===== src/rtl/pendulum_step_ctrl_pkg.sv =====
// Shared definitions for the pendulum step controller: FSM encoding, word width,
// default episode/timeout sizes and the IEEE-754 constants used by the datapaths.
// No logic; imported by the interface, watchdog and controller.
package pendulum_step_ctrl_pkg;

   localparam int WL_DEF        = 32;
   localparam int MAX_STEPS_DEF = 200;
   localparam int TIMEOUT_DEF   = 64;

   // Single-precision constants shared with the thdot/theta datapaths.
   localparam logic [31:0] F_MAX_SPEED = 32'h4100_0000;   //  8.0
   localparam logic [31:0] F_MIN_SPEED = 32'hC100_0000;   // -8.0
   localparam logic [31:0] F_DT        = 32'h3D4C_CCCD;   //  0.05

   typedef enum logic [2:0] {
      ST_IDLE,
      ST_WAIT_ACT,
      ST_RUN_THD,
      ST_RUN_TH,
      ST_OBS,
      ST_DONE,
      ST_ERR
   } state_t;

   // Increment that sticks at lim.
   function automatic logic [7:0] sat_inc(input logic [7:0] v, input logic [7:0] lim);
      return (v >= lim) ? lim : v + 8'd1;
   endfunction

endpackage


===== src/rtl/pendulum_step_ctrl_if.sv =====
// Handshake/bus bundle between the step controller (master) and its environment
// (slave): action in, thdot/theta datapath launches and results, observation out.
// Ports: act_*, thd_*, th_*, obs_*, committed th/thdot.
interface pendulum_step_ctrl_if #(
   parameter int WL = 32
);
   // action handshake
   logic          act_valid;
   logic          act_ready;
   logic [WL-1:0] tor;
   // thdot datapath
   logic          thd_ena;
   logic [WL-1:0] thd_th;
   logic [WL-1:0] thd_thdot;
   logic [WL-1:0] thd_tor;
   logic          thd_valid;
   logic [WL-1:0] thd_data;
   // theta datapath
   logic          th_ena;
   logic [WL-1:0] th_thdot;
   logic          th_valid;
   logic [WL-1:0] th_data;
   // observation handshake and committed state
   logic          obs_valid;
   logic          obs_ready;
   logic [WL-1:0] th;
   logic [WL-1:0] thdot;

   modport master (
      output act_ready, thd_ena, thd_th, thd_thdot, thd_tor,
             th_ena, th_thdot, obs_valid, th, thdot,
      input  act_valid, tor, thd_valid, thd_data, th_valid, th_data, obs_ready
   );

   modport slave (
      input  act_ready, thd_ena, thd_th, thd_thdot, thd_tor,
             th_ena, th_thdot, obs_valid, th, thdot,
      output act_valid, tor, thd_valid, thd_data, th_valid, th_data, obs_ready
   );

endinterface


===== src/rtl/pendulum_watchdog.sv =====
// Purpose: per-launch cycle watchdog for the step controller's compute phases.
// Latency: o_expired is combinational, high in the TIMEOUT-1'th cycle after a load.
// Backpressure: none; counts while i_run, cleared when idle, reloaded on i_load.
// Ports: i_clk, i_rst_n, i_load (launch pulse), i_run (compute phase), o_expired.
module pendulum_watchdog #(
   parameter int TIMEOUT = 64
) (
   input  logic i_clk,
   input  logic i_rst_n,
   input  logic i_load,
   input  logic i_run,
   output logic o_expired
);

   localparam int             CW    = $clog2(TIMEOUT + 1);
   localparam logic [CW-1:0]  LIMIT = CW'(TIMEOUT - 1);

   logic [CW-1:0] cnt;

   // The launch cycle itself is cycle 0, so a load leaves 1 for the next cycle;
   // cycle k then holds k and expiry fires in cycle TIMEOUT-1, making the
   // registered fault visible exactly TIMEOUT cycles after the launch.
   always_ff @(posedge i_clk or negedge i_rst_n) begin
      if (!i_rst_n) begin
         cnt <= '0;
      end else if (i_load) begin
         cnt <= CW'(1);
      end else if (!i_run) begin
         cnt <= '0;
      end else if (cnt != LIMIT) begin
         cnt <= cnt + CW'(1);
      end
   end

   // The load cycle is masked: in the first theta cycle cnt still carries the
   // thdot-phase count.
   assign o_expired = i_run && !i_load && (cnt == LIMIT);

endmodule


===== src/rtl/pendulum_step_ctrl.sv =====
// Purpose: sequences one pendulum env step: action -> thdot launch -> theta launch -> obs.
// Latency: 1 cycle from action handshake / thd result / th result to the next launch/obs.
// Backpressure: act_ready only in WAIT_ACT; obs_valid held until obs_ready; RUN_* wait on results.
// Ports: i_clk, i_rst_n (async, active-low), i_init + i_init_th/i_init_thdot (episode start),
//        bus (pendulum_step_ctrl_if.master), o_step_cnt, o_done, o_err.
// Option: PENDULUM_WATCHDOG_EN adds a per-launch timeout into ERR; without it o_err stays 0.
module pendulum_step_ctrl
   import pendulum_step_ctrl_pkg::*;
#(
   parameter int WL        = WL_DEF,
   parameter int MAX_STEPS = MAX_STEPS_DEF,
   parameter int TIMEOUT   = TIMEOUT_DEF
) (
   input  logic                 i_clk,
   input  logic                 i_rst_n,
   input  logic                 i_init,
   input  logic [WL-1:0]        i_init_th,
   input  logic [WL-1:0]        i_init_thdot,
   pendulum_step_ctrl_if.master bus,
   output logic [7:0]           o_step_cnt,
   output logic                 o_done,
   output logic                 o_err
);

   localparam logic [7:0] MAX_CNT = 8'(MAX_STEPS);

   if (MAX_STEPS < 1 || MAX_STEPS > 255 || TIMEOUT < 2) begin : g_bad_cfg
      $error("pendulum_step_ctrl: MAX_STEPS must be 1..255 and TIMEOUT >= 2");
   end

   state_t        state;
   logic [WL-1:0] th_q, thdot_q, tor_q, shadow_q;
   logic [7:0]    step_cnt_q;
   logic          act_ready_q, thd_ena_q, th_ena_q, obs_valid_q;
   logic          done_q, err_q;
   // A launched datapath still owes a result after an abort; the flag drops
   // that late result even if it lands after the next launch of the same unit.
   logic          stale_thd, stale_th;
   logic          thd_take, th_take, wd_expired;

   assign thd_take = (state == ST_RUN_THD) && bus.thd_valid && !stale_thd;
   assign th_take  = (state == ST_RUN_TH)  && bus.th_valid  && !stale_th;

`ifdef PENDULUM_WATCHDOG_EN
   logic wd_run;
   assign wd_run = (state == ST_RUN_THD) || (state == ST_RUN_TH);

   pendulum_watchdog #(.TIMEOUT(TIMEOUT)) u_watchdog (
      .i_clk     (i_clk),
      .i_rst_n   (i_rst_n),
      .i_load    (thd_ena_q | th_ena_q),
      .i_run     (wd_run),
      .o_expired (wd_expired)
   );
`else
   assign wd_expired = 1'b0;
`endif

   always_ff @(posedge i_clk or negedge i_rst_n) begin
      if (!i_rst_n) begin
         state       <= ST_IDLE;
         th_q        <= '0;
         thdot_q     <= '0;
         tor_q       <= '0;
         shadow_q    <= '0;
         step_cnt_q  <= '0;
         act_ready_q <= 1'b0;
         thd_ena_q   <= 1'b0;
         th_ena_q    <= 1'b0;
         obs_valid_q <= 1'b0;
         done_q      <= 1'b0;
         err_q       <= 1'b0;
         stale_thd   <= 1'b0;
         stale_th    <= 1'b0;
      end else begin
         thd_ena_q <= 1'b0;
         th_ena_q  <= 1'b0;
         if (bus.thd_valid) stale_thd <= 1'b0;
         if (bus.th_valid)  stale_th  <= 1'b0;

         // Episode start/abort outranks everything except the fault state,
         // including an action offered in the same cycle.
         if (i_init && state != ST_ERR) begin
            state       <= ST_WAIT_ACT;
            th_q        <= i_init_th;
            thdot_q     <= i_init_thdot;
            shadow_q    <= '0;
            step_cnt_q  <= '0;
            act_ready_q <= 1'b1;
            obs_valid_q <= 1'b0;
            done_q      <= 1'b0;
            err_q       <= 1'b0;
            // One owed result is tracked per unit; a second abort before the
            // first late result arrives is not distinguished.
            stale_thd   <= (state == ST_RUN_THD) && !thd_take;
            stale_th    <= (state == ST_RUN_TH)  && !th_take;
         end else begin
            case (state)
               ST_WAIT_ACT: begin
                  if (bus.act_valid && act_ready_q) begin
                     tor_q       <= bus.tor;
                     thd_ena_q   <= 1'b1;
                     act_ready_q <= 1'b0;
                     state       <= ST_RUN_THD;
                  end
               end
               ST_RUN_THD: begin
                  if (thd_take) begin
                     shadow_q <= bus.thd_data;
                     th_ena_q <= 1'b1;
                     state    <= ST_RUN_TH;
                  end else if (wd_expired) begin
                     err_q <= 1'b1;
                     state <= ST_ERR;
                  end
               end
               ST_RUN_TH: begin
                  // th and thdot commit together so observers never see a torn state.
                  if (th_take) begin
                     th_q        <= bus.th_data;
                     thdot_q     <= shadow_q;
                     step_cnt_q  <= sat_inc(step_cnt_q, MAX_CNT);
                     obs_valid_q <= 1'b1;
                     state       <= ST_OBS;
                  end else if (wd_expired) begin
                     err_q <= 1'b1;
                     state <= ST_ERR;
                  end
               end
               ST_OBS: begin
                  if (bus.obs_ready) begin
                     obs_valid_q <= 1'b0;
                     if (step_cnt_q == MAX_CNT) begin
                        done_q <= 1'b1;
                        state  <= ST_DONE;
                     end else begin
                        act_ready_q <= 1'b1;
                        state       <= ST_WAIT_ACT;
                     end
                  end
               end
               ST_IDLE, ST_DONE, ST_ERR: ;
               default: state <= ST_IDLE;
            endcase
         end
      end
   end

   // Operands come straight from committed state and the latched torque, which
   // only change on commit/handshake, so they hold from launch to result.
   assign bus.act_ready = act_ready_q;
   assign bus.thd_ena   = thd_ena_q;
   assign bus.thd_th    = th_q;
   assign bus.thd_thdot = thdot_q;
   assign bus.thd_tor   = tor_q;
   assign bus.th_ena    = th_ena_q;
   assign bus.th_thdot  = shadow_q;
   assign bus.obs_valid = obs_valid_q;
   assign bus.th        = th_q;
   assign bus.thdot     = thdot_q;
   assign o_step_cnt    = step_cnt_q;
   assign o_done        = done_q;
   assign o_err         = err_q;

endmodule


===== src/flat_wrapper.sv =====
// flat-port wrapper written by rule: the top's interface ports become plain ports
module pendulum_step_ctrl_flat import pendulum_step_ctrl_pkg::*;
#(
   parameter int WL        = WL_DEF,
   parameter int MAX_STEPS = MAX_STEPS_DEF,
   parameter int TIMEOUT   = TIMEOUT_DEF
)
  (i_clk, i_rst_n, i_init, i_init_th, i_init_thdot, o_step_cnt, o_done, o_err, bus_act_ready, bus_thd_ena, bus_thd_th, bus_thd_thdot, bus_thd_tor, bus_th_ena, bus_th_thdot, bus_obs_valid, bus_th, bus_thdot, bus_act_valid, bus_tor, bus_thd_valid, bus_thd_data, bus_th_valid, bus_th_data, bus_obs_ready);
  pendulum_step_ctrl_if #(.WL(WL)) bus_i ();
  input  logic i_clk;
  input  logic i_rst_n;
  input  logic i_init;
  input  logic [WL-1:0] i_init_th;
  input  logic [WL-1:0] i_init_thdot;
  output logic [7:0] o_step_cnt;
  output logic o_done;
  output logic o_err;
  output wire logic [$bits(bus_i.act_ready)-1:0] bus_act_ready;
  output wire logic [$bits(bus_i.thd_ena)-1:0] bus_thd_ena;
  output wire logic [$bits(bus_i.thd_th)-1:0] bus_thd_th;
  output wire logic [$bits(bus_i.thd_thdot)-1:0] bus_thd_thdot;
  output wire logic [$bits(bus_i.thd_tor)-1:0] bus_thd_tor;
  output wire logic [$bits(bus_i.th_ena)-1:0] bus_th_ena;
  output wire logic [$bits(bus_i.th_thdot)-1:0] bus_th_thdot;
  output wire logic [$bits(bus_i.obs_valid)-1:0] bus_obs_valid;
  output wire logic [$bits(bus_i.th)-1:0] bus_th;
  output wire logic [$bits(bus_i.thdot)-1:0] bus_thdot;
  input wire logic [$bits(bus_i.act_valid)-1:0] bus_act_valid;
  input wire logic [$bits(bus_i.tor)-1:0] bus_tor;
  input wire logic [$bits(bus_i.thd_valid)-1:0] bus_thd_valid;
  input wire logic [$bits(bus_i.thd_data)-1:0] bus_thd_data;
  input wire logic [$bits(bus_i.th_valid)-1:0] bus_th_valid;
  input wire logic [$bits(bus_i.th_data)-1:0] bus_th_data;
  input wire logic [$bits(bus_i.obs_ready)-1:0] bus_obs_ready;
  assign bus_act_ready = bus_i.act_ready;
  assign bus_thd_ena = bus_i.thd_ena;
  assign bus_thd_th = bus_i.thd_th;
  assign bus_thd_thdot = bus_i.thd_thdot;
  assign bus_thd_tor = bus_i.thd_tor;
  assign bus_th_ena = bus_i.th_ena;
  assign bus_th_thdot = bus_i.th_thdot;
  assign bus_obs_valid = bus_i.obs_valid;
  assign bus_th = bus_i.th;
  assign bus_thdot = bus_i.thdot;
  assign bus_i.act_valid = bus_act_valid;
  assign bus_i.tor = bus_tor;
  assign bus_i.thd_valid = bus_thd_valid;
  assign bus_i.thd_data = bus_thd_data;
  assign bus_i.th_valid = bus_th_valid;
  assign bus_i.th_data = bus_th_data;
  assign bus_i.obs_ready = bus_obs_ready;
  pendulum_step_ctrl #(.WL(WL), .MAX_STEPS(MAX_STEPS), .TIMEOUT(TIMEOUT)) u_core (.i_clk(i_clk), .i_rst_n(i_rst_n), .i_init(i_init), .i_init_th(i_init_th), .i_init_thdot(i_init_thdot), .bus(bus_i), .o_step_cnt(o_step_cnt), .o_done(o_done), .o_err(o_err));
endmodule

===== config.mk =====
export PLATFORM = sky130hd
export DESIGN_NAME = pendulum_step_ctrl_flat
export DESIGN_NICKNAME = d
export VERILOG_FILES = /design/src/rtl/pendulum_step_ctrl_pkg.sv /design/src/rtl/pendulum_step_ctrl_if.sv /design/src/rtl/pendulum_watchdog.sv /design/src/rtl/pendulum_step_ctrl.sv /design/src/flat_wrapper.sv
export SDC_FILE = /design/constraint.sdc
export NUM_CORES = 1
export LEC_CHECK = 0
export CORE_MARGIN = 5
export CORE_UTILIZATION = 30
export DETAILED_ROUTE_END_ITERATION = 12
export PLACE_DENSITY_LB_ADDON = 0.3
export SLEW_MARGIN = 5
export SYNTH_ARGS = -nofsm -noshare
export SYNTH_HDL_FRONTEND = slang
export SYNTH_SLANG_ARGS = --single-unit

===== constraint.sdc =====
create_clock -name i_clk -period 1.9 [get_ports i_clk]
set_input_delay 0.475 -clock i_clk [delete_from_list [all_inputs] [get_ports i_clk]]
set_output_delay 0.475 -clock i_clk [all_outputs]
set_load 0.01 [all_outputs]

==> results.md, run 1 <==
- Crit end category: output pin
- Vias post-DR: 5,746
- Syn_nets: between 700 and 800
- Setup crit start kind: flop
- Worst skew pair latency: approximately 0.42 ns
- CTS root buf: clkbuf_16
- Syn Area/Cell: between 10 and 15 µm²
- First-pass GRT wire length: between 30,000 and 40,000 µm
- Initial DRC Count: 311
- Placed wire-length estimate: 16,300 µm
- Pint: ~8300 µW
- Maximum buffer depth of the clock tree: 2
- CORE AREA: ~22,000 µm²
- Crit path max-delay family: buffers and inverters
- Synth Instances: 602
- Chip height: between 150 and 200 µm
- CTS tree: yes
- Comb pwr share: 0.352
- Clock power frac: 0.285
- Uppermost layer routed: met4
- CP Cell Sequence: clkdlybuf4s50_1
- Top-area cell type share of the netlist area: 0.557
- Seq/Total Area, Yosys: 0.557
- Tmin final: roughly 1.8 ns
- Initial Utilization: 0.302
- Antenna-violating nets left: 0
- Data required time of the worst path: approximately 1.4 ns
- Fmax: ~540 MHz
- HP Class: flop to flop
- I/O pin cnt: roughly 370
- Wl on met1: 8530 µm
- Post-Synth XOR/XNOR Area: 0
- Diode count: 0
- RSZ-0062 raised after global routing: no
- Synth top cells by count: dfrtp_1, nand2_1, nor2_1, buf_4, a22o_1
- WL met3: 1810 µm
- Pleak: 0.00492 µW
- H-tree depth: 4
- Synth area leaders: dfrtp_1, buf_4, a22o_1
- Switch Pwr: 3500 µW
- Crit Path Class: flop to output pin
- Total gr overflow: 0
- Highest net fanout along the worst path: 3
- Synth Area in Simple Gates: 0.123
- Synth Area in Adders: 0.00382
- Fin. max-slew vios: 0
- Synth Flop Type: dfrtp_1
- Rows: 54
- Slowest cell on crit path: clkdlybuf4s50_1
- Syn-to-layout area delta: 68.3%
- Total wire length: ~22,000 µm
- DR WL/cell: approximately 18 µm
- Final nets: roughly 1,100
- Top-count cell post-synth: dfrtp_1
- Max IR drop VDD: about 0.58 mV
- Buf/Inv on CP: 1
- CTS Buf Count: 17
- DR DRC count: 0
- Cell taking the most area after synthesis: dfrtp_1
- Ys Warns: 0
- Max incr delay on CP: around 0.56 ns
- Critical path arrival: 1.37 ns
- Core Util, Final: 0.509
- Compound-gate portion of the synthesized area: 0.153
- Status: complete, no violations
- Seq pwr share: 0.363
- Count of final setup violators: 0
- Final period util: 0.971
- Final Skew: around 0.010 ns
- Distinct cells, synth: 47
- Gpl congestion: 0.815
- Sw Share: 0.297
- Largest net degree at the start of global routing: 58
- DR vias/cell: ~4.7
- Max-cap violation count: 0
- Vias in the first global route: about 6,100
- CTS sink count: 146
- Setup_tns: 0 ns
- Main combinational cell family by area after synthesis: compound AO/OA/AOI/OAI gates
- Die area: approximately 25,000 µm²
- #FFs+latches synth: 146
- Router iterations before antenna repair: 4
- Mapped Area: between 6000 and 7000 µm²
- Initial antenna violation count: 0
- Share of cells above drive strength 1: 0.109
- Die Width: roughly 160 µm
- Asr flop ratio synth: 1.00
- Post-synth EDFFs: 0
- Port Buf Inserts: 371
- Detailed-routed wire length on met2: roughly 11,000 µm
- Pwr Density: between 1000 and 1500 nW/µm²
- Post-synthesis mux area share: 0.0567
- Final hold vios: 0
- Gr usage total: 0.171
- Worst-path clk slew: about 0.06 ns
## logic make-up (layout without fill, tap and decap cells)
kind of cell / Yosys count / count (layout)
simple gates: 179 / 179
flops: 146 / 146
compound gates: 136 / 136
buf+inv: 105 / 447
mux: 33 / 33
fa+ha+maj: 2 / 2
other cells: 1 / 1
## final timing paths
check,from,to,slack (ns),cells after the start
min in group asynchronous,i_rst_n,u_core.bus.th[24]$_DFFE_PN0P_,0.51,2
min,u_core.bus.thd_tor[7]$_DFFE_PN0P_,u_core.bus.thd_tor[7]$_DFFE_PN0P_,0.49,1
max,u_core.bus.th[23]$_DFFE_PN0P_,bus_thd_th[23],0.06,1
min reg2reg,u_core.bus.thd_tor[7]$_DFFE_PN0P_,u_core.bus.thd_tor[7]$_DFFE_PN0P_,0.49,1
max in group asynchronous,i_rst_n,u_core.bus.th_thdot[2]$_DFFE_PN0P_,0.76,3
max reg2reg,u_core.state[0]$_DFFE_PN0P_,u_core.bus.thd_tor[8]$_DFFE_PN0P_,0.21,4
## area by class of cell
type                       count  area, µm²
fill                        1950      10700
clock inverter                11        129
multi-input combinational    351       2230
tap                          280        350
inverter                       6       22.5
sequential                   146       3650
clock buffer                  21        460
timing repair buffer         409       4190
## repair_timing
action / CTS / global route
hold endpoints to repair: 24 / 0
setup buffers: 3 / 0
hold buffers: 1 / 0
gates resized for setup: 11 / 21
setup endpoints to repair: 14 / 23
pin swaps: 0 / 0
## sequential cells by signal, indices dropped and copies added, names as in the netlist
| register | count |
|---|---|
| u_core.bus.thd_ena | 1 |
| u_core.bus.thd_thdot | 32 |
| u_core.bus.th_thdot | 32 |
| u_core.stale_thd | 1 |
| u_core.o_step_cnt | 8 |
| u_core.state | 3 |
| u_core.o_done | 1 |
| u_core.stale_th | 1 |
| u_core.bus.thd_tor | 32 |
| u_core.bus.th | 32 |
| u_core.bus.obs_valid | 1 |
| u_core.bus.act_ready | 1 |
| u_core.bus.th_ena | 1 |
## per-layer routing
layer / vias to the layer above / track usage
li1: 2710 / -
met1: 2771 / 0.202
met2: 245 / 0.302
met3: 20 / 0.0487
met4: 0 / 0.0483
met5: - / 0
## power by group through the flow
| stage | Clock [µW] | Combinational (µW) | Sequential (µW) |
|---|---|---|---|
| 6_report | 3360 | 4160 | 4280 |
| 5_1_grt | 3590 | 4480 | 4390 |
| 4_1_cts | 3460 | 4250 | 4290 |
| 3_5_place_dp | 0 | 4240 | 4340 |
| 3_3_place_gp | 0 | 4180 | 4330 |
| 2_1_floorplan | 0 | 1630 | 4530 |
## placed cells by master (no fill, tap or decap), types with 17 or more instances in the layout
cell type,instances
dfrtp_1,145
clkbuf_16,17
clkdlybuf4s50_1,339
a22o_1,38
dlymetal6s2s_1,20
mux2_2,25
buf_4,25
nand2_1,72
nor2_1,72
o22ai_1,33
a22oi_1,32
## per-stage QoR
step / worst slack [ns] / hold WS [ns] / std cells / area [µm²] / total power, µW
2_1_floorplan: 0.236 / 0.179 / 602 / 6560 / 6160
3_3_place_gp: -0.255 / 0.375 / 1188 / 10400 / 8520
3_5_place_dp: -0.280 / 0.373 / 1188 / 10400 / 8580
4_1_cts: 0.00189 / 0.491 / 1224 / 11000 / 12000
5_1_grt: 0.000269 / 0.516 / 1224 / 11000 / 12500
6_report: 0.0553 / 0.485 / 1224 / 11000 / 11800
Note: power is estimated with default switching activity, not from simulation.
==> run 2, diff against run 1 <==
--- a/config.mk
+++ b/config.mk
@@ -8,8 +8,10 @@
 export CORE_MARGIN = 5
 export CORE_UTILIZATION = 30
 export DETAILED_ROUTE_END_ITERATION = 12
+export GPL_TIMING_DRIVEN = 1
 export PLACE_DENSITY_LB_ADDON = 0.3
 export SLEW_MARGIN = 5
 export SYNTH_ARGS = -nofsm -noshare
 export SYNTH_HDL_FRONTEND = slang
+export SYNTH_HIERARCHICAL = 1
 export SYNTH_SLANG_ARGS = --single-unit
==> run 2 against run 1 <==
  * Core utilization is 0.84 points lower
  * Synthesized cell count is 1.2% lower
  * Clock skew is 0.0024 ns higher
  * Die area is 4.1% higher
  * Critical path depth stayed put
  * Setup slack worse by 0.0092 ns
  * Fmax is 0.50% lower
  * Global-route usage is 0.87 points lower
  * Wire length is 0.85% lower
  * Non-clock buffer count is 2 lower
  * Via count is 0.85% lower
  * Highest routed layer is now met5
==> results.md, run 2 <==
- Worst hold start: u_core/bus.thd_tor[8]$_DFFE_PN0P_
- Crit Path Class: flop to output pin
- Buf/Inv on CP: 1 (unchanged)
- CORE AREA: 22,600 µm² (+4.1%)
- Syn-to-layout area delta: 65.0%
- DR WL/cell: 17.6 µm (-0.53%)
- Initial antenna violation count: 2 (+2)
- Leading cell type in the layout, fill and taps excluded: clkdlybuf4s50_1
- Gpl congestion: 0.745 (-8.6%)
- Crit path max-delay family: buffers and inverters
- Die area: 25,900 µm² (+4.1%)
- Fillers: 2,047 (+5.0%)
- Synth area leaders: dfrtp_1, mux2i_1, buf_4
- Uppermost layer routed: met5
- Tmin final: 1.85 ns (+0.00920 ns)
- H-tree depth: 4 (unchanged)
- Top-area cell type share of the netlist area: 0.534 (-0.0235)
- Synth Instances: 595 (-1.2%)
- Vias post-DR: 5,697 (-0.85%)
- Max-cap violation count: 0 (unchanged)
- Pre-CTS setup slack: -0.217 ns (+0.0624 ns)
- Distinct cells, synth: 52 (+11%)
- Syn_nets: 764 (-0.91%)
- CTS root buf: clkbuf_16
- Antenna-violating nets left: 0 (unchanged)
- Highest-count cells in the layout ignoring fill and taps: clkdlybuf4s50_1, dfrtp_1, nand2_1
- CTS sink count: 146 (unchanged)
- Data required time of the worst path: 1.42 ns (about the same)
- Total power: 11,900 µW (+0.90%)
- Placed wire-length estimate: 16,100 µm (-1.3%)
- Chip height: 161 µm (+2.0%)
- Die Width: 161 µm (+2.0%)
- Count of final setup violators: 0 (unchanged)
- DR DRC count: 0 (unchanged)
- Port Buf Inserts: 371 (unchanged)
- WL met3: 1850 µm (+2.3%)
- Post-route setup slack: 0.0461 ns (-0.00920 ns)
- CTS Buf Count: 17 (unchanged)
- Largest net degree at the start of global routing: 77 (+33%)
- Cell taking the most area after synthesis: dfrtp_1
- Seq/Total Area, Yosys: 0.534 (-0.0235)
- Critical path arrival: 1.38 ns (about the same)
- Crit end category: output pin
- Worst skew pair latency: 0.41 ns (about the same)
- Final nets: 1,091 (-0.82%)
- Initial Utilization: 0.303 (+0.000974)
- Final period util: 0.976 (+0.00484)
- Top-count cell post-synth: dfrtp_1
- Synth Flop Type: dfrtp_1
- Pleak: 0.00553 µW (+12%)
- Total wire length: 21,500 µm (-0.85%)
- Max incr delay on CP: 0.57 ns (about the same)
- Vias in the first global route: 5,848 (-3.5%)
- #FFs+latches synth: 146 (unchanged)
- Seq. cell area: 3660 µm² (+0.14%)
- Slowest cell on crit path: clkdlybuf4s50_1
- Worst-path clk slew: 0.06 ns (about the same)
- CTS tree: yes
- Diode count: 0 (unchanged)
- Maximum buffer depth of the clock tree: 2 (unchanged)
- Status: complete, no violations
- Fin. max-slew vios: 0 (unchanged)
- Detailed-routed wire length on met2: 10,800 µm (-1.7%)
- Syn Area/Cell: 11.5 µm² (+5.6%)
- Multi-input logic area: 2460 µm² (+10%)
- First-pass GRT wire length: 33,500 µm (+0.21%)
- Highest net fanout along the worst path: 2 (-1)
- Max IR drop VDD: 0.723 mV (+24%)
- Total gr overflow: 0 (unchanged)
- Gr usage total: 0.162 (-0.00874)
- Router iterations before antenna repair: 4 (unchanged)
- Final Skew: 0.0127 ns (+0.00240 ns)
- Reg2Reg Setup Slack: 0.22 ns (about the same)
- I/O pin cnt: 373 (unchanged)
- Fmax: 539 MHz (-0.50%)
- DR vias/cell: 4.67 (-0.53%)
- Share of cells above drive strength 1: 0.122 (+0.0128)
- Wl on met1: 8510 µm (-0.23%)
- Mapped Area: 6850 µm² (+4.4%)
- RR Startpoint: u_core/state[0]$_DFFE_PN0P_
- Setup crit start kind: flop
- Rows: 55 (+1.9%)
- Ys Warns: 6 (+6)
- HP Class: flop to flop
- Post-synth EDFFs: 0 (unchanged)
- Synth top cells by count: dfrtp_1, buf_4, nand2_1, o21ai_0, mux2i_1
- CP Cell Sequence: clkdlybuf4s50_1
- Final hold vios: 0 (unchanged)
- Pwr Density: 1050 nW/µm² (-1.4%)
- Worst setup path startpoint: u_core/bus.thd_tor[0]$_DFFE_PN0P_
- RSZ-0062 raised after global routing: no
- Initial DRC Count: 280 (-10%)
- Asr flop ratio synth: 1.00 (unchanged)
run 2: layer usage:
metal | GRT usage | vias up
li1 | - | 2687
met1 | 0.191 | 2755
met2 | 0.279 | 234
met3 | 0.0658 | 17
met4 | 0.0349 | 4
met5 | 0 | -
run 2: worst paths after layout:
path	to	cells past startpoint
min in group asynchronous	u_core/bus.thd_tor[24]$_DFFE_PN0P_	2
worst max-delay path	bus_thd_tor[0]	1
worst min-delay path	u_core/bus.thd_tor[8]$_DFFE_PN0P_	1
worst min register to register	u_core/bus.thd_tor[8]$_DFFE_PN0P_	1
worst max register to register	u_core/bus.th_thdot[28]$_DFFE_PN0P_	5
max in group asynchronous	u_core/bus.thd_thdot[6]$_DFFE_PN0P_	3
run 2: worst register-to-register path, cell delays in order (launching register included):
cell      delay [ns]
dfrtp_1         0.45
and2b_1         0.32
nand3b_1        0.17
a21o_1          0.25
buf_12          0.18
a22o_1          0.21
run 2: logic make-up (layout without fill, tap and decap cells):
family | count (synthesis) | after routing | synth area share
multiplexers | 97 | 97 | 0.148
AND/OR/NAND/NOR | 108 | 108 | 0.0799
AO/OA/AOI/OAI | 134 | 134 | 0.124
adder cells (fa/ha/maj) | 3 | 3 | 0.00512
flip-flops | 146 | 146 | 0.534
other | 1 | 1 | 0.000548
buffers and inverters | 106 | 446 | 0.109
run 2: area by class of cell:
cell class	instances	share of cell area
Clock buffer	18	0.0389
Clock inverter	14	0.0170
Inverter	7	0.00233
Multi-Input combinational cell	343	0.218
Sequential cell	146	0.324
Tap cell	285	0.0316
Timing Repair Buffer	407	0.368
run 2: power breakdown:
part	switching (µW)	total, µW	internal, µW	leakage (µW)
Sequential	461	4210	3750	0.00184
Combinational	1620	4120	2500	0.00339
Clock	1440	3590	2150	0.000303
run 2: per-stage QoR:
step | util | instance area [µm²] | TNS, ns | hold slack (ns) | instances
after floorplan | - | 6850 | 0 | 0.179 | 595
after global placement | 0.467 | 10500 | -12.24 | 0.443 | 1180
after detailed placement | 0.467 | 10500 | -15.97 | 0.437 | 1180
after CTS | 0.496 | 11200 | 0 | 0.490 | 1217
after global routing | 0.500 | 11300 | 0 | 0.521 | 1220
final | 0.500 | 11300 | 0 | 0.485 | 1220
run 2: what timing repair did:
action | 4_1_cts | 5_1_grt
setup endpoints to repair | 15 | 32
hold endpoints to repair | 37 | 0
setup buffers | 4 | 3
hold buffers | 1 | 0
resized for setup | 14 | 28
==> run 3, diff against run 2 <==
--- a/config.mk
+++ b/config.mk
@@ -10,7 +10,7 @@
 export DETAILED_ROUTE_END_ITERATION = 12
 export GPL_TIMING_DRIVEN = 1
 export PLACE_DENSITY_LB_ADDON = 0.3
-export SLEW_MARGIN = 5
+export SLEW_MARGIN = 20
 export SYNTH_ARGS = -nofsm -noshare
 export SYNTH_HDL_FRONTEND = slang
 export SYNTH_HIERARCHICAL = 1
==> constraint.sdc (replaced) <==
create_clock -name i_clk -period 1.5 [get_ports i_clk]
set_input_delay 0.375 -clock i_clk [delete_from_list [all_inputs] [get_ports i_clk]]
set_output_delay 0.375 -clock i_clk [all_outputs]
set_load 0.01 [all_outputs]
==> run 3 against run 2 <==
  * The run now ends with negative setup slack left
  * Power grew 35%
  * Clock skew shrank 0.0016 ns
  * Die area is the same
  * Non-clock buffer count grew 110
  * Count of clock-buffer cells in the layout is the same
==> results.md, run 3 (synthesis gave the netlist of run 2 again) <==
- Setup crit start kind: flop
- Count of final setup violators: 141 (+141)
- Critical path arrival: 1.97 ns (+0.59 ns)
- Die area: 25,900 µm² (unchanged)
- Crit Path Class: flop to flop
- Initial antenna violation count: 1 (-1)
- Pwr Density: 1250 nW/µm² (+18%)
- Leading cell type in the layout, fill and taps excluded: clkdlybuf4s50_1
- Worst-case reg-to-reg path depth: 5 (unchanged)
- Setup_tns: -14.99 ns (-14.99 ns)
- Total wire length: 27,100 µm (+26%)
- Pleak: 0.00624 µW (+13%)
- Slowest cell on crit path: dfrtp_2
- Worst setup path startpoint: u_core/state[1]$_DFFE_PN0P_
- Final nets: 1,201 (+10%)
- Max-cap violation count: 0 (unchanged)
- Multi-input logic area: 2950 µm² (+20%)
- Max incr delay on CP: 0.46 ns (-0.11 ns)
- Vias in the first global route: 6,470 (+11%)
- Pint: 11,000 µW (+31%)
- CTS tree: yes
- DR vias/cell: 4.81 (+2.9%)
- Highest net fanout along the worst path: 12 (+10)
- Worst skew pair latency: 0.42 ns (about the same)
- Fmax: 596 MHz
- Worst path most repeated cell: buf_6
- Post-route setup slack: -0.179 ns (-0.225 ns)
- First-pass GRT wire length: 37,600 µm (+12%)
- H-tree depth: 4 (unchanged)
- Final Skew: 0.0111 ns (-0.00159 ns)
- Max IR drop VDD: 0.849 mV (+18%)
- Initial DRC Count: 296 (+5.7%)
- CTS Buf Count: 17 (unchanged)
- Rows: 55 (unchanged)
- Seq pwr share: 0.330 (-0.023)
- Status: finished with violations
- RSZ-0062 raised after global routing: yes
- Fillers: 1,924 (-6.0%)
- Sw Share: 0.314 (+0.0195)
- Gpl congestion: 0.818 (+9.8%)
- RR Startpoint: u_core/state[1]$_DFFE_PN0P_
- I/O pin cnt: 373 (unchanged)
- Core Util, Final: 0.573 (+0.0726)
- Diode count: 0 (unchanged)
- Placed wire-length estimate: 16,900 µm (+5.1%)
- Chip height: 161 µm (unchanged)
- CORE AREA: 22,600 µm² (unchanged)
- Vias post-DR: 6,392 (+12%)
- Switch Pwr: 5060 µW (+44%)
- Comb pwr share: 0.392 (+0.046)
- Share of cells above drive strength 1: 0.341 (+0.219)
- Initial Utilization: 0.303 (unchanged)
- Clock power frac: 0.278 (-0.023)
- DR WL/cell: 20.4 µm (+16%)
- Die Width: 161 µm (unchanged)
- Antenna-violating nets left: 0 (unchanged)
- Violated checks: negative setup slack
- Final period util: 1.12
- Syn-to-layout area delta: 88.9%
- Data required time of the worst path: 1.80 ns (+0.38 ns)
- Fin. max-slew vios: 0 (unchanged)
- CP Cell Sequence: buf_6 > nor4_4 > buf_6 > buf_12 > mux2_2
- Highest-count cells in the layout ignoring fill and taps: clkdlybuf4s50_1, clkdlybuf4s15_1, dfrtp_1
- Reg2Reg Setup Slack: -0.18 ns (-0.40 ns)
- Gr usage total: 0.186 (+0.0239)
- Seq. cell area: 3660 µm² (about the same)
- Port Buf Inserts: 371 (unchanged)
- Maximum buffer depth of the clock tree: 2 (unchanged)
- DR DRC count: 0 (unchanged)
- Worst-path clk slew: 0.07 ns (about the same)
- CTS root buf: clkbuf_16
- Worst reg2reg path endpoint: u_core/bus.thd_tor[1]$_DFFE_PN0P_
- Crit end category: flop
- CTS sink count: 146 (unchanged)
- Total gr overflow: 0 (unchanged)
- Hold slack: 0.433 ns (-0.0520 ns)
- Tmin final: ~1.7 ns
- Final hold vios: 0 (unchanged)
- Largest net degree at the start of global routing: 34 (-56%)
- Pre-CTS setup slack: -0.497 ns (-0.280 ns)
- Router iterations before antenna repair: 4 (unchanged)
- HP Class: input pin to async pin
-- run 3: critical path: cells and delay by family, from the launching register on --
kind / cells / cell delay, ns
flops: 1 / 0.46
simple gates: 1 / 0.29
buf+inv: 3 / 0.45
mux: 1 / 0.34
-- run 3: metrics by stage --
step                      cells  area, µm²  power, µW
after floorplan             595       6860       7880
after global routing       1330      12900      16900
final                      1330      12900      16100
after global placement     1210      10800      10800
after CTS                  1305      12000      15300
after detailed placement   1210      10800      10900
-- run 3: power by group through the flow --
stage / clock (µW) / combinational [µW] / sequential, µW
floorplan: 0 / 2210 / 5670
global placement: 0 / 5410 / 5410
detailed placement: 0 / 5460 / 5430
CTS: 4560 / 5450 / 5290
global route: 4720 / 6720 / 5450
finish: 4480 / 6310 / 5320
-- run 3: metal layers --
metal / GRT usage / vias to the layer above / share of wire
met5: 0 / - / 0.00041
met4: 0.0535 / 2 / 0.020
met3: 0.0612 / 36 / 0.076
met2: 0.312 / 281 / 0.50
met1: 0.230 / 3162 / 0.40
li1: - / 2911 / -
-- run 3: cell type report --
type	instances	share of cell area
Multi-Input combinational cell	343	0.228
Clock buffer	18	0.0332
Tap cell	285	0.0276
Timing Repair Buffer	517	0.412
Sequential cell	146	0.283
Clock inverter	14	0.0136
Inverter	7	0.00223
-- run 3: worst max-delay path by stage --
stage	cells past startpoint	slack, ns	endpoint
detailed placement	4	-0.50	u_core/bus.thd_tor[25]$_DFFE_PN0P_
floorplan	4	-0.13	u_core/bus.thd_tor[10]$_DFFE_PN0P_
global placement	4	-0.48	u_core/bus.thd_tor[26]$_DFFE_PN0P_
finish	5	-0.18	u_core/bus.thd_tor[1]$_DFFE_PN0P_
CTS	4	-0.18	u_core/bus.thd_tor[31]$_DFFE_PN0P_
global route	5	-0.25	u_core/bus.thd_tor[16]$_DFFE_PN0P_
-- run 3: what timing repair did --
item | CTS | global route
setup endpoints to repair | 346 | 250
endpoints found under the hold margin | 25 | 0
resized for setup | 390 | 304
cloned | 9 | 12
pin swaps | 24 | 75
hold buffers | 1 | 0
buffers inserted | 54 | 16
